--- src/rtl/cast_int_to_float_seq_pkg.sv ---
// Shared FPU definitions for the integer-to-single converter: float field widths,
// rounding-mode encodings and converter FSM state encoding.
package cast_int_to_float_seq_pkg;

  localparam int unsigned EXP_W    = 8;
  localparam int unsigned MAN_W    = 23;
  localparam int unsigned EXP_BIAS = 127;
  localparam int unsigned FLT_W    = 1 + EXP_W + MAN_W;

  localparam logic [1:0] RM_RNE = 2'd0;
  localparam logic [1:0] RM_RTZ = 2'd1;
  localparam logic [1:0] RM_RUP = 2'd2;
  localparam logic [1:0] RM_RDN = 2'd3;

  typedef enum logic [1:0] {
    IDLE  = 2'd0,
    NORM  = 2'd1,
    ROUND = 2'd2,
    DONE  = 2'd3
  } state_t;

endpackage

--- src/rtl/cast_int_to_float_seq_if.sv ---
// Operand and result handshakes of the integer-to-float converter.
interface cast_int_to_float_seq_if
  import cast_int_to_float_seq_pkg::*;
#(
  parameter int unsigned IN_BITS = 32
);

  logic               in_valid;
  logic               in_ready;
  logic [IN_BITS-1:0] in;
  logic               is_signed;
  logic [1:0]         rmode;
  logic               out_valid;
  logic               out_ready;
  logic [FLT_W-1:0]   out;
  logic               inexact;

  modport master (
    output in_valid, in, is_signed, rmode, out_ready,
    input  in_ready, out_valid, out, inexact
  );

  modport slave (
    input  in_valid, in, is_signed, rmode, out_ready,
    output in_ready, out_valid, out, inexact
  );

endinterface

--- src/rtl/round_mode_unit.sv ---
// Applies one of four rounding modes to a truncated mantissa given guard/sticky bits.
module round_mode_unit
  import cast_int_to_float_seq_pkg::*;
(
  input  logic [MAN_W-1:0] mant,
  input  logic             guard,
  input  logic             sticky,
  input  logic             sign,
  input  logic [1:0]       rmode,
  output logic [MAN_W-1:0] mant_rnd_c,
  output logic             carry_c,
  output logic             inexact_c
);

  logic inc_c;

  always_comb begin
    inc_c = 1'b0;
    case (rmode)
      RM_RNE: inc_c = guard & (sticky | mant[0]);
      RM_RTZ: inc_c = 1'b0;
      RM_RUP: inc_c = (guard | sticky) & ~sign;
      RM_RDN: inc_c = (guard | sticky) & sign;
    endcase
  end

  // Carry-out wraps the mantissa to zero; the caller bumps the exponent.
  assign {carry_c, mant_rnd_c} = {1'b0, mant} + {{MAN_W{1'b0}}, inc_c};
  assign inexact_c             = guard | sticky;

endmodule

--- src/rtl/signed_compliment.sv ---
// Two's complement negation of a W-bit vector.
module signed_compliment #(
  parameter int unsigned W = 33
) (
  input  logic [W-1:0] value,
  output logic [W-1:0] neg_c
);

  assign neg_c = ~value + {{(W-1){1'b0}}, 1'b1};

endmodule

--- src/rtl/cast_int_to_float_seq.sv ---
// Multi-cycle integer to IEEE-754 single converter: iterative normalisation,
// selectable rounding, one operand in flight.
module cast_int_to_float_seq
  import cast_int_to_float_seq_pkg::*;
#(
  parameter int unsigned IN_BITS    = 32,
  parameter int unsigned SHIFT_STEP = 4
) (
  input logic                    clk,
  input logic                    clr,
  cast_int_to_float_seq_if.slave bus
);

  localparam int unsigned FRAC_W  = IN_BITS - 1 + MAN_W + 1;
  localparam logic [EXP_W-1:0] EXP_INIT = EXP_W'(EXP_BIAS + IN_BITS - 1);

  state_t             state;
  logic               sign_q;
  logic [1:0]         rmode_q;
  logic [IN_BITS-1:0] mag_q;
  logic [EXP_W-1:0]   exp_q;
  logic               in_ready_q;
  logic               out_valid_q;
  logic [FLT_W-1:0]   out_q;
  logic               inexact_q;

  // One extra bit so the signed minimum negates to its true magnitude.
  logic               in_sign_c;
  logic [IN_BITS:0]   in_ext_c;
  logic [IN_BITS:0]   in_neg_c;
  logic [IN_BITS:0]   in_mag_c;

  assign in_sign_c = bus.in[IN_BITS-1] & bus.is_signed;
  assign in_ext_c  = {in_sign_c, bus.in};
  assign in_mag_c  = in_sign_c ? in_neg_c : in_ext_c;

  signed_compliment #(.W(IN_BITS + 1)) u_neg (
    .value (in_ext_c),
    .neg_c (in_neg_c)
  );

  // Fraction below the hidden bit, zero-padded so narrow inputs still yield mantissa and guard.
  logic [FRAC_W-1:0] frac_c;
  logic [MAN_W-1:0]  mant_c;
  logic              guard_c;
  logic              sticky_c;
  logic [MAN_W-1:0]  mant_rnd_c;
  logic              carry_c;
  logic              inexact_c;

  assign frac_c   = {mag_q[IN_BITS-2:0], {(MAN_W + 1){1'b0}}};
  assign mant_c   = frac_c[FRAC_W-1 -: MAN_W];
  assign guard_c  = frac_c[FRAC_W-MAN_W-1];
  assign sticky_c = |frac_c[FRAC_W-MAN_W-2:0];

  round_mode_unit u_round (
    .mant       (mant_c),
    .guard      (guard_c),
    .sticky     (sticky_c),
    .sign       (sign_q),
    .rmode      (rmode_q),
    .mant_rnd_c (mant_rnd_c),
    .carry_c    (carry_c),
    .inexact_c  (inexact_c)
  );

  always_ff @(posedge clk or posedge clr) begin
    if (clr) begin
      state       <= IDLE;
      sign_q      <= 1'b0;
      rmode_q     <= RM_RNE;
      mag_q       <= '0;
      exp_q       <= '0;
      in_ready_q  <= 1'b1;
      out_valid_q <= 1'b0;
      out_q       <= '0;
      inexact_q   <= 1'b0;
    end else begin
      case (state)
        IDLE: begin
          if (bus.in_valid) begin
            in_ready_q <= 1'b0;
            sign_q     <= in_sign_c;
            rmode_q    <= bus.rmode;
            mag_q      <= in_mag_c[IN_BITS-1:0];
            exp_q      <= EXP_INIT;
            if (in_mag_c == '0) begin
              out_q       <= '0;
              inexact_q   <= 1'b0;
              out_valid_q <= 1'b1;
              state       <= DONE;
            end else begin
              state <= NORM;
            end
          end
        end
        NORM: begin
          if (mag_q[IN_BITS-1]) begin
            state <= ROUND;
          end else if (mag_q[IN_BITS-1 -: SHIFT_STEP] == '0) begin
            mag_q <= mag_q << SHIFT_STEP;
            exp_q <= exp_q - EXP_W'(SHIFT_STEP);
          end else begin
            mag_q <= mag_q << 1;
            exp_q <= exp_q - EXP_W'(1);
          end
        end
        ROUND: begin
          out_q       <= {sign_q, exp_q + {{(EXP_W-1){1'b0}}, carry_c}, mant_rnd_c};
          inexact_q   <= inexact_c;
          out_valid_q <= 1'b1;
          state       <= DONE;
        end
        DONE: begin
          if (bus.out_ready) begin
            out_valid_q <= 1'b0;
            in_ready_q  <= 1'b1;
            state       <= IDLE;
          end
        end
        default: state <= IDLE;
      endcase
    end
  end

  assign bus.in_ready  = in_ready_q;
  assign bus.out_valid = out_valid_q;
  assign bus.out       = out_q;
  assign bus.inexact   = inexact_q;

endmodule
--- src/flat_wrapper.sv ---
// flat-port wrapper written by rule: the top's interface ports become plain ports
module cast_int_to_float_seq_flat import cast_int_to_float_seq_pkg::*;
#(
  parameter int unsigned IN_BITS    = 32,
  parameter int unsigned SHIFT_STEP = 4
)
  (clk, clr, bus_in_valid, bus_in, bus_is_signed, bus_rmode, bus_out_ready, bus_in_ready, bus_out_valid, bus_out, bus_inexact);
  cast_int_to_float_seq_if #(.IN_BITS(IN_BITS)) bus_i ();
  input logic clk;
  input logic clr;
  input wire logic [$bits(bus_i.in_valid)-1:0] bus_in_valid;
  input wire logic [$bits(bus_i.in)-1:0] bus_in;
  input wire logic [$bits(bus_i.is_signed)-1:0] bus_is_signed;
  input wire logic [$bits(bus_i.rmode)-1:0] bus_rmode;
  input wire logic [$bits(bus_i.out_ready)-1:0] bus_out_ready;
  output wire logic [$bits(bus_i.in_ready)-1:0] bus_in_ready;
  output wire logic [$bits(bus_i.out_valid)-1:0] bus_out_valid;
  output wire logic [$bits(bus_i.out)-1:0] bus_out;
  output wire logic [$bits(bus_i.inexact)-1:0] bus_inexact;
  assign bus_i.in_valid = bus_in_valid;
  assign bus_i.in = bus_in;
  assign bus_i.is_signed = bus_is_signed;
  assign bus_i.rmode = bus_rmode;
  assign bus_i.out_ready = bus_out_ready;
  assign bus_in_ready = bus_i.in_ready;
  assign bus_out_valid = bus_i.out_valid;
  assign bus_out = bus_i.out;
  assign bus_inexact = bus_i.inexact;
  cast_int_to_float_seq #(.IN_BITS(IN_BITS), .SHIFT_STEP(SHIFT_STEP)) u_core (.clk(clk), .clr(clr), .bus(bus_i));
endmodule
--- config.mk ---
export PLATFORM = sky130hd
export DESIGN_NAME = cast_int_to_float_seq_flat
export DESIGN_NICKNAME = d
export VERILOG_FILES = /design/src/rtl/cast_int_to_float_seq_pkg.sv /design/src/rtl/cast_int_to_float_seq_if.sv /design/src/rtl/round_mode_unit.sv /design/src/rtl/signed_compliment.sv /design/src/rtl/cast_int_to_float_seq.sv /design/src/flat_wrapper.sv
export SDC_FILE = /design/constraint.sdc
export NUM_CORES = 1
export LEC_CHECK = 0
export ABC_AREA = 1
export CAP_MARGIN = 20
export CORE_ASPECT_RATIO = 0.8
export CORE_MARGIN = 4
export CORE_UTILIZATION = 55
export DETAILED_ROUTE_END_ITERATION = 16
export GPL_ROUTABILITY_DRIVEN = 0
export HOLD_SLACK_MARGIN = 0.15
export PLACE_DENSITY = 0.82
export RECOVER_POWER = 100
export SETUP_SLACK_MARGIN = 0.4
export SYNTH_ARGS = -nofsm -noshare
export SYNTH_HDL_FRONTEND = slang
export SYNTH_SLANG_ARGS = --single-unit
--- constraint.sdc ---
create_clock -name clk -period 9.4 [get_ports clk]
set_input_delay 1.88 -clock clk [delete_from_list [all_inputs] [get_ports clk]]
set_output_delay 1.88 -clock clk [all_outputs]
set_load 0.005 [all_outputs]
# --- Yosys cells after proc, flatten, opt, wreduce, memory -nomap -nowiden ---
# Index checks and enable logic that the tools add are counted.
word_totals:
  inputBits: 39
  out_inout_bits: 35
  regBits: 80
op_classes:
  n_eq_ne: 11
  n_addsub: 5
  n_mux: 28
  bitwise_logic: 8
  n_reduce_logical: 16
ops:
  columns: ["cell", "count"]
  rows:
  - ["32-bit two-way mux", 5]
  - ["32-bit one-hot mux with 2 select lines", 2]
  - ["33-bit by 1-bit adder with 33-bit output, second input constant", 1]
  - ["33-bit logical NOT", 1]
  - ["33-bit two-way mux", 1]
  - ["33-bit inverter", 1]
  - ["23-bit by 1-bit adder with 24-bit output", 1]
  - ["8-bit two-way mux", 3]
  - ["8-bit one-hot mux with 2 select lines", 1]
  - ["3-bit AND reduction", 4]
  - ["8-bit by 1-bit adder with 8-bit output", 1]
  - ["2-bit equality test, second input constant", 4]
  - ["2-bit two-way mux", 4]
  - ["2-bit one-hot mux with 4 select lines", 1]
  - ["8-bit by 1-bit subtractor with 8-bit output, second input constant", 1]
  - ["8-bit by 3-bit subtractor with 8-bit output, second input constant", 1]
  - ["1-bit two-way mux", 7]
  - ["7-bit OR reduction", 1]
  - ["2-bit != test, second input constant", 3]
  - ["2-bit nonzero test", 3]
  - ["1-bit bitwise AND", 4]
  - ["2-bit by 1-bit equality test with 1-bit output, second input constant", 2]
  - ["2-bit logical NOT", 2]
  - ["4-bit logical NOT", 1]
  - ["9 further kinds", 13]

# --- Logic depth before layout (Yosys ltp) ---
# Gate-level depths: netlist of the first run.
depth:
  ltp_word: 8
  ltp_mapped: 25
  ltp_nobuf: 25

# --- Modules after synthesis ---
# From an unflattened synthesis of the first run, not the netlist that was laid out.
unflattened:
  cells_unflattened: 1012
  hier_area_um2: 6463.7
modules_own_cells:
  columns: ["module", "cells_per_inst", "area_per_inst_um2", "n_inst", "seq_area_each_um2"]
  rows:
  - ["cast_int_to_float_seq", 696, 4802.1, 1, 2003.2]
  - ["signed_compliment", 192, 920.9, 1, 0.0]
  - ["round_mode_unit", 124, 740.7, 1, 0.0]

# --- Worst setup path after synthesis of the first run ---
# No wires, ideal clock.
synth_timing:
  path_type: "input to register"
  startpoint: "input bus_in[0]"
  endpoint: "register u_core.out_q[15] (netlist: u_core.bus.out[15])"
  path_buffers: 1
  setup_time_ns: 0.118
  path_stages: 20
  arrival_ns: 3.582
  slack_ns: 5.700
  cell_sequence: "inv_1 > ha_1 > inv_1 > nor2_2 > nand2_2 > nor2_1 > nand2_1 > nand2_1 > nand2_1 > nand2_1 > nand2_1 > nor2_1 > nand2_1 > nor2_1 > nand3_2 > nand2_4 > nand3_4 > buf_6 > nand2_1 > nand2_1"
synth_between:
  elab_chain_len: 6
synth_lines:
  columns: ["item", "line", "text"]
  rows:
  - ["start, declared", "flat_wrapper.sv:12", "input wire logic [$bits(bus_i.in)-1:0] bus_in;"]
  - ["33-bit inverter", "signed_compliment.sv:9", "assign neg_c = ~value + {{(W-1){1'b0}}, 1'b1};"]
  - ["33-bit by 1-bit adder with 33-bit output", "signed_compliment.sv:9", null]
  - ["33-bit two-way mux (*)", "cast_int_to_float_seq.sv:35", "assign in_mag_c = in_sign_c ? in_neg_c : in_ext_c;"]
  - ["33-bit logical NOT (*)", "cast_int_to_float_seq.sv:87", "if (in_mag_c == '0) begin"]
  - ["2-bit by 1-bit != test with 1-bit output (no line) (*)", null, null]
  - ["3-bit AND reduction (no line) (*)", null, null]
  - ["end signal, assigned", "cast_int_to_float_seq.sv:109", "out_q <= {sign_q, exp_q + {{(EXP_W-1){1'b0}}, carry_c}, mant_rnd_c};"]
  - ["end, declared", "cast_int_to_float_seq.sv:24", "logic [FLT_W-1:0] out_q;"]
# Mark *: on every way between the ends. The rest lies on a longest branch, timed or not.
# A chain may end at the register's enable or synchronous reset.

# --- Worst setup path in the final report of the first run ---
layout_timing:
  startpoint: "input bus_is_signed"
  endpoint: "register u_core.out_q[14] (netlist: u_core.bus.out[14])"
layout_between:
  elab_chain_len: 7
layout_lines:
  columns: ["item", "line", "text"]
  rows:
  - ["start, declared", "flat_wrapper.sv:13", "input wire logic [$bits(bus_i.is_signed)-1:0] bus_is_signed;"]
  - ["1-bit bitwise AND (*)", "cast_int_to_float_seq.sv:33", "assign in_sign_c = bus.in[IN_BITS-1] & bus.is_signed;"]
  - ["33-bit inverter", "signed_compliment.sv:9", null]
  - ["33-bit by 1-bit adder with 33-bit output", "signed_compliment.sv:9", null]
  - ["33-bit two-way mux (*)", "cast_int_to_float_seq.sv:35", null]
  - ["33-bit logical NOT (*)", "cast_int_to_float_seq.sv:87", null]
  - ["2-bit by 1-bit != test with 1-bit output (no line) (*)", null, null]
  - ["3-bit AND reduction (no line) (*)", null, null]
# Marks and branches as above.

==> results of run 1 <==
## layer usage
| layer | part of all wire, % | global-route usage [%] | vias up |
|---|---|---|---|
| met4 | 1.5 | 6.383 | 0 |
| met3 | 6.9 | 4.602 | 26 |
| met2 | 45 | 41.34 | 271 |
| met5 | 0 | 0 | - |
| li1 | - | - | 3096 |
| met1 | 46 | 39.78 | 2898 |
## power by group
| group | switching [mW] | leakage [nW] | total [mW] | internal (mW) |
|---|---|---|---|---|
| Clock | 0.141 | 0.160 | 0.381 | 0.240 |
| Combinational | 0.570 | 2.24 | 0.891 | 0.322 |
| Sequential | 0.155 | 0.998 | 0.648 | 0.493 |
## synth_stat cells, types with 4 or more instances
master,count,area (um^2)
nand2_1,278,1044
nor2_1,111,416.7
inv_1,86,322.8
dfrtp_1,79,1977
nand3_1,60,300.3
nand4_1,46,287.8
o21ai_0,36,180.2
a21oi_1,29,145.1
a31oi_1,19,118.9
clkbuf_1,19,71.32
nor3_1,17,85.08
ha_1,15,187.7
o211ai_1,10,75.07
buf_2,8,40.04
nand2_2,7,43.79
nor2_2,6,37.54
buf_4,5,37.54
nand3b_1,5,37.54
o2111ai_1,5,43.79
xor2_1,5,43.79
a32oi_1,4,35.03
clkinv_1,4,15.01
nor4_1,4,25.02
## final timing paths
| kind | startpoint | end | slack [ns] | cells after the start |
|---|---|---|---|---|
| max | bus_is_signed | u_core.bus.out[14]$_DFFE_PP0P_ | 2.78 | 16 |
| min | u_core.bus.out[4]$_DFFE_PP0P_ | u_core.bus.out[4]$_DFFE_PP0P_ | 0.46 | 2 |
| max reg2reg | u_core.mag_q[2]$_DFFE_PP0P_ | u_core.bus.out[29]$_DFFE_PP0P_ | 4.96 | 25 |
| min reg2reg | u_core.bus.out[4]$_DFFE_PP0P_ | u_core.bus.out[4]$_DFFE_PP0P_ | 0.46 | 2 |
| max in group asynchronous | clr | u_core.mag_q[29]$_DFFE_PP0P_ | 3.46 | 4 |
| min in group asynchronous | clr | u_core.exp_q[2]$_DFFE_PP0P_ | 2.30 | 3 |
## cell type report
| cell class | count | area share [%] |
|---|---|---|
| clock buffers | 11 | 3.493 |
| multi-input cells | 689 | 48.04 |
| clock inverters | 5 | 1.134 |
| well taps | 140 | 2.521 |
| repair buffers | 79 | 11.00 |
| inverters | 92 | 4.987 |
| flip-flops and latches | 80 | 28.83 |
## flip-flops by register name (all words and copies together), names as in the netlist, 2 cells and up
| signal | flops |
|---|---|
| u_core.bus.out | 32 |
| u_core.exp_q | 8 |
| u_core.mag_q | 32 |
| u_core.rmode_q | 2 |
| u_core.state | 2 |
## logic make-up (layout without fill, tap and decap cells)
group                    count (synthesis)  count (layout)  share of synthesized area [%]
AND/OR/NAND/NOR                        544             544                          40.14
buffers and inverters                  128             187                          9.002
AO/OA/AOI/OAI                          121             121                          12.41
flip-flops                              80              80                          33.91
adder cells (fa/ha/maj)                 15              15                          3.177
XOR/XNOR                                 8               8                          1.186
multiplexers                             1               1                         0.1695
## worst max-delay path: cells and delay by family
| kind | cells | cell delay (ns) |
|---|---|---|
| AO/OA/AOI/OAI | 1 | 0.23 |
| AND/OR/NAND/NOR | 13 | 3.23 |
| buffers and inverters | 2 | 1.50 |
## metrics by stage
step / utilization, % / total power, mW / setup slack (ns) / instances / instance area [um^2]
2_1_floorplan: - / 1.261 / 5.470 / 897 / 5907
3_3_place_gp: 64.24 / 1.529 / 4.374 / 1078 / 6658
3_5_place_dp: 64.24 / 1.553 / 4.301 / 1078 / 6658
4_1_cts: 67.34 / 1.941 / 4.643 / 1094 / 6979
5_1_grt: 67.05 / 2.083 / 2.170 / 1096 / 6949
6_report: 67.05 / 1.920 / 2.783 / 1096 / 6949
==> impl_metrics.csv, run 1 <==
group,metric,value,unit
sta,setup-violations-final,0,
critical_path,crit_path_frequent_cell,"nand2_1",
detailed_routing,drtIter0Drc,671,
logic_synthesis,synth-seq-cells,80,
clock_network,htree_num_levels,3,
logic_synthesis,post_synth_edffs,0,
sta,timing_max_transition_violations_final,100,
status,failed_checks,"capacitance limit, slew limit",
sta,timing.final.crit_period,6.617,ns
sta,clock-skew-final,0.007763,ns
finish,post_route_cells_drive_above_1_share,3.870,%
power,power_leakage,3.397,nW
critical_path,critical-path-slowest-cell,"nand3_1",
grt,pin_count_of_the_biggest_net_entering_global_routing,81,
grt,global_route_total_overflow,0,
critical_path,critical_path.startpoint_type,"input port",
grt,number_of_global_route_vias_before_repair,5730,
clock_network,cells_resized_by_post_cts_repair,0,
critical_path,worst_ep_arrival_time,6.83,ns
logic_synthesis,ys_dominant_reg_cell,"dfrtp_1",
sta,fin_worst_hold_slack,0.4646,ns
place,detailed_placer_s_ending_hpwl,12100,um
logic_synthesis,synthesis.area,5907,um^2
detailed_routing,vias_per_cell,5.740,
critical_path,timing.critical_path.to_type,"flip-flop",
logic_synthesis,yosys_warnings,0,
clock_network,worstSkewPairLatency,0.34,ns
grt,grt_first_pass_wirelength,27190,um
finish,synthToLayoutAreaGrowth,17.64,%
clock_network,clock_tree.root_cell,"clkbuf_16",
sta,final.period_utilization,70.39,%
detailed_routing,wirelength,16240,um
critical_path,worst-setup-path-type,"in2reg",
logic_synthesis,yosysSeqAreaShare,33.91,%
clock_network,clock_tree.buffer_depth,2,
critical_path,critPathMaxStageDelay,1.13,ns
floorplanning,rows,33,
logic_synthesis,syn_nets,951,
floorplanning,design.core.area,10360,um^2
detailed_routing,via_count,6291,
floorplanning,io_pins,74,
clock_network,holdBufCountCts,0,
sta,max_slew.worst_pin.slew,3.290,ns
critical_path,path_max_fanout,46,
grt,groute.usage.overall,26.98,%
finish,num_antenna_cells,0,
detailed_routing,number_of_antenna_violating_nets_in_the_routed_design,0,
sta,final_hold_viol_count,0,
clock_network,cts.sink_count,80,
status,status,"finished with violations",
clock_network,cts_tree,"yes",
logic_synthesis,syn-instance-count,897,
finish,fillerInstances,922,
clock_network,cts_made_buffers,9,
sta,grt_setup_unrepaired,"no",
finish,final_common_cell,"nand2_1",
grt,antenna_violations_before_repair,0,
floorplanning,dieWidth,123.9,um
sta,fmax,0.1511,GHz
critical_path,path_cells,"dlygate4sd3_1 > nand2_1 > inv_1 > o21ai_0 > nand2_1 > nand2_1 > nor2_1 > nand2_1 > nor2_1 > nand2_1 > nor2_1 > nand3_1 > nand2_1 > nand3_1 > nand2_1 > nand2_1",
flow_run,cap_violations,2,
floorplanning,die_height,100.7,um
floorplanning,initial_utilization,57.00,%
power,power-per-cell-area,276.3,nW/um^2
place,buffer_ports.inserted,73,
worst_hold_path,min-delay-path-class,"reg2reg",
floorplanning,full_die_area,12470,um^2
detailed_routing,drt-pass1-iter-count,6,
logic_synthesis,synth_cell_types,49,
detailed_routing,route.detailed.wl_per_inst,14.81,um
clock_network,cts_post_setup_buffers_inserted,0,
sta,slew_headroom,-119.4,%
logic_synthesis,post_synth.cell_area_avg,6.585,um^2
finish,multi_input_area,3338,um^2
detailed_routing,detail_route.drc_violations,0,
logic_synthesis,proportion_of_synthesized_flip_flops_having_asynchronous_set_or_reset,100.0,%
clock_network,cts.clk_slew.worst_paths,0.06,ns
finish,finalNetCount,1005,
power,max-vdd-ir-drop,0.1964,mV
critical_path,required,9.61,ns
finish,most-common-layout-cells,"279 x nand2_1, 112 x nor2_1, 86 x inv_1",
sta,setup_total_negative_slack,0,ns
finish,ff_latch_area,2003,um^2
No activity file was read; power rests on OpenSTA's default activity.
==> run 2: changes to the inputs <==
--- a/config.mk
+++ b/config.mk
@@ -9,11 +9,11 @@
 export CAP_MARGIN = 20
 export CORE_ASPECT_RATIO = 0.8
 export CORE_MARGIN = 4
-export CORE_UTILIZATION = 55
+export CORE_UTILIZATION = 51
 export DETAILED_ROUTE_END_ITERATION = 16
 export GPL_ROUTABILITY_DRIVEN = 0
 export HOLD_SLACK_MARGIN = 0.15
-export PLACE_DENSITY = 0.82
+export PLACE_DENSITY = 0.8
 export RECOVER_POWER = 100
 export SETUP_SLACK_MARGIN = 0.4
 export SYNTH_ARGS = -nofsm -noshare
==> constraint.sdc (replaced) <==
create_clock -name clk -period 6 [get_ports clk]
set_input_delay 1.2 -clock clk [delete_from_list [all_inputs] [get_ports clk]]
set_output_delay 1.2 -clock clk [all_outputs]
set_load 0.005 [all_outputs]
==> run 2 against run 1 <==
Effect of this change:
- the flow still finishes with violations (capacitance limit, slew limit)
- hold slack barely moved
- routed wire length down 0.44%
- sequential power grew 56%
- clock power up 58%
- setup slack lost 1.5 ns
- clock skew up 0.0016 ns
- non-clock buffer count fell by 2
- total power up 57%
- largest cell class unchanged
==> impl_metrics.csv, run 2 (synthesis results as in run 1) <==
group,metric,value,unit
status,status,"finished with violations",
status,failed_checks,"capacitance limit, slew limit",
sta,timing.final.crit_period,4.694,ns
sta,setup-violations-final,0,
clock_network,cts_tree,"yes",
power,design_power_total,3.009,mW
grt,antenna_violations_before_repair,0,
critical_path,critical_path.startpoint_type,"input port",
critical_path,path_max_fanout,46,
worst_hold_path,holdCritStartpoint,"u_core.bus.out[0]$_DFFE_PP0P_",
finish,post_route_cells_drive_above_1_share,3.878,%
sta,setup_total_negative_slack,0,ns
detailed_routing,wirelength,16160,um
sta,slew_headroom,-76.31,%
sta,final_hold_viol_count,0,
critical_path,worst-setup-path-type,"in2reg",
detailed_routing,detailroute.wirelength.met2,7258,um
worst_hold_path,holdPathStages,2,
grt,groute.usage.overall,24.68,%
sta,setup_slack_after_layout,1.306,ns
critical_path,timing.rr.start,"u_core.mag_q[2]$_DFFE_PP0P_",
sta,final.period_utilization,78.24,%
critical_path,worstRegToRegCells,25,
clock_network,cts_made_buffers,9,
floorplanning,full_die_area,13380,um^2
floorplanning,dieWidth,128.3,um
sta,max_slew.worst_pin.slew,2.645,ns
clock_network,cells_resized_by_post_cts_repair,0,
sta,timing_max_transition_violations_final,89,
finish,fillerInstances,1026,
detailed_routing,drt-pass1-iter-count,6,
critical_path,endpoint_of_the_worst_slack_reg_to_reg_timing_path,"u_core.bus.out[29]$_DFFE_PP0P_",
detailed_routing,top_layer,"met4",
critical_path,timing.critical_path.to_type,"flip-flop",
critical_path,worst-r2r-setup-slack,1.61,ns
detailed_routing,met3WireLength,1186,um
finish,num_antenna_cells,0,
finish,most-common-layout-cells,"278 x nand2_1, 112 x nor2_1, 87 x inv_1",
sta,grt_setup_unrepaired,"no",
floorplanning,die_height,104.3,um
place,buffer_ports.inserted,73,
detailed_routing,drtIter0Drc,753,
clock_network,cts_post_setup_buffers_inserted,0,
detailed_routing,route.layer.met1.wl,7515,um
grt,global_route_total_overflow,0,
power,power-per-cell-area,432.0,nW/um^2
place,detailed_placer_s_ending_hpwl,12200,um
worst_hold_path,min-delay-path-class,"reg2reg",
grt,grt_first_pass_wirelength,27370,um
grt,number_of_global_route_vias_before_repair,5645,
clock_network,holdBufCountCts,0,
power,max-vdd-ir-drop,0.2815,mV
clock_network,cts.clk_slew.worst_paths,0.06,ns
clock_network,clock_tree.root_cell,"clkbuf_16",
power,power_leakage,3.387,nW
finish,finalNetCount,1003,
detailed_routing,route.detailed.wl_per_inst,14.72,um
finish,finalCoreUtilization,62.73,%
detailed_routing,via_count,6191,
sta,clock-skew-final,0.009350,ns
grt,pin_count_of_the_biggest_net_entering_global_routing,51,
clock_network,htree_num_levels,3,
finish,final_common_cell,"nand2_1",
detailed_routing,number_of_antenna_violating_nets_in_the_routed_design,0,
detailed_routing,detail_route.drc_violations,0,
floorplanning,io_pins,74,
floorplanning,design.core.area,11100,um^2
place,post-place-ws,1.573,ns
finish,finish.cell_count_without_fillers,1098,
place,dp.cells,1082,
clock_network,clock_tree.buffer_depth,2,
finish,synthToLayoutAreaGrowth,17.92,%
clock_network,cts.sink_count,80,
floorplanning,rows,34,
flow_run,cap_violations,2,
clock_network,worstSkewPairLatency,0.35,ns
critical_path,worst_ep_arrival_time,4.92,ns
detailed_routing,vias_per_cell,5.638,
critical_path,required,6.23,ns
sta,fmax,0.2130,GHz
worst_hold_path,min_delay_worst_endpoint,"u_core.bus.out[0]$_DFFE_PP0P_",
floorplanning,initial_utilization,53.20,%
## run 2: cell count changes in the layout (fill, tap and decap cells not counted), sizes merged
cell and delta:
buf -2, clkbuf -2, clkinvlp +1, inv +1
## run 2: per-stage QoR
| step | hold WS (ns) | cell area [um^2] |
|---|---|---|
| 6_report | 0.4646 | 6965 |
| 3_3_place_gp | 0.4586 | 6663 |
| 4_1_cts | 0.4731 | 6990 |
| 2_1_floorplan | 0.4558 | 5907 |
| 3_5_place_dp | 0.4576 | 6663 |
| 5_1_grt | 0.4769 | 6965 |
## run 2: routing by layer
layer	vias up	GRT usage, %
li1	3086	-
met3	22	4.261
met2	264	37.99
met4	0	5.379
met1	2819	36.22
met5	-	0
## run 2: worst max-delay path by stage
stage	startpoint	endpoint	slack [ns]	depth (start not counted)
2_1_floorplan	u_core.mag_q[2]$_DFFE_PP0P_	u_core.bus.out[29]$_DFFE_PP0P_	2.72	25
3_3_place_gp	bus_is_signed	u_core.bus.out[28]$_DFFE_PP0P_	1.67	16
3_5_place_dp	bus_in[31]	u_core.bus.out[5]$_DFFE_PP0P_	1.57	16
4_1_cts	u_core.mag_q[2]$_DFFE_PP0P_	u_core.bus.out[29]$_DFFE_PP0P_	1.72	25
5_1_grt	clr	u_core.bus.out[20]$_DFFE_PP0P_	0.66	3
6_report	bus_in[31]	u_core.bus.out[10]$_DFFE_PP0P_	1.31	16
## run 2: where the power goes
group | switching [mW] | total, mW | leakage [nW] | internal, mW
sequential | 0.237 | 1.01 | 0.998 | 0.772
combinational | 0.895 | 1.40 | 2.23 | 0.503
clock | 0.233 | 0.602 | 0.157 | 0.369
total | 1.37 | 3.01 | 3.39 | 1.64
## run 2: cell type report
| cell class | count | area, um^2 | share of cell area [%] |
|---|---|---|---|
| repair buffers | 77 | 749.5 | 10.76 |
| clock buffers | 9 | 225.2 | 3.233 |
| flip-flops and latches | 80 | 2003 | 28.76 |
| inverters | 92 | 346.6 | 4.976 |
| clock inverters | 7 | 102.6 | 1.473 |
| well taps | 144 | 180.2 | 2.587 |
| multi-input cells | 689 | 3358 | 48.21 |
## run 2: critical path, cell delays in order
cell	delay, ns
dlygate4sd3_1	0.55
nand2_1	0.13
inv_1	0.96
o21ai_0	0.22
nand2_1	0.11
nand2_1	0.08
nor2_1	0.09
nand2_1	0.08
nor2_1	0.13
nand2_1	0.07
nor2_1	0.11
nand3_1	0.17
nand2_4	0.34
nand3_4	0.39
nand2_1	0.20
nand2_1	0.06
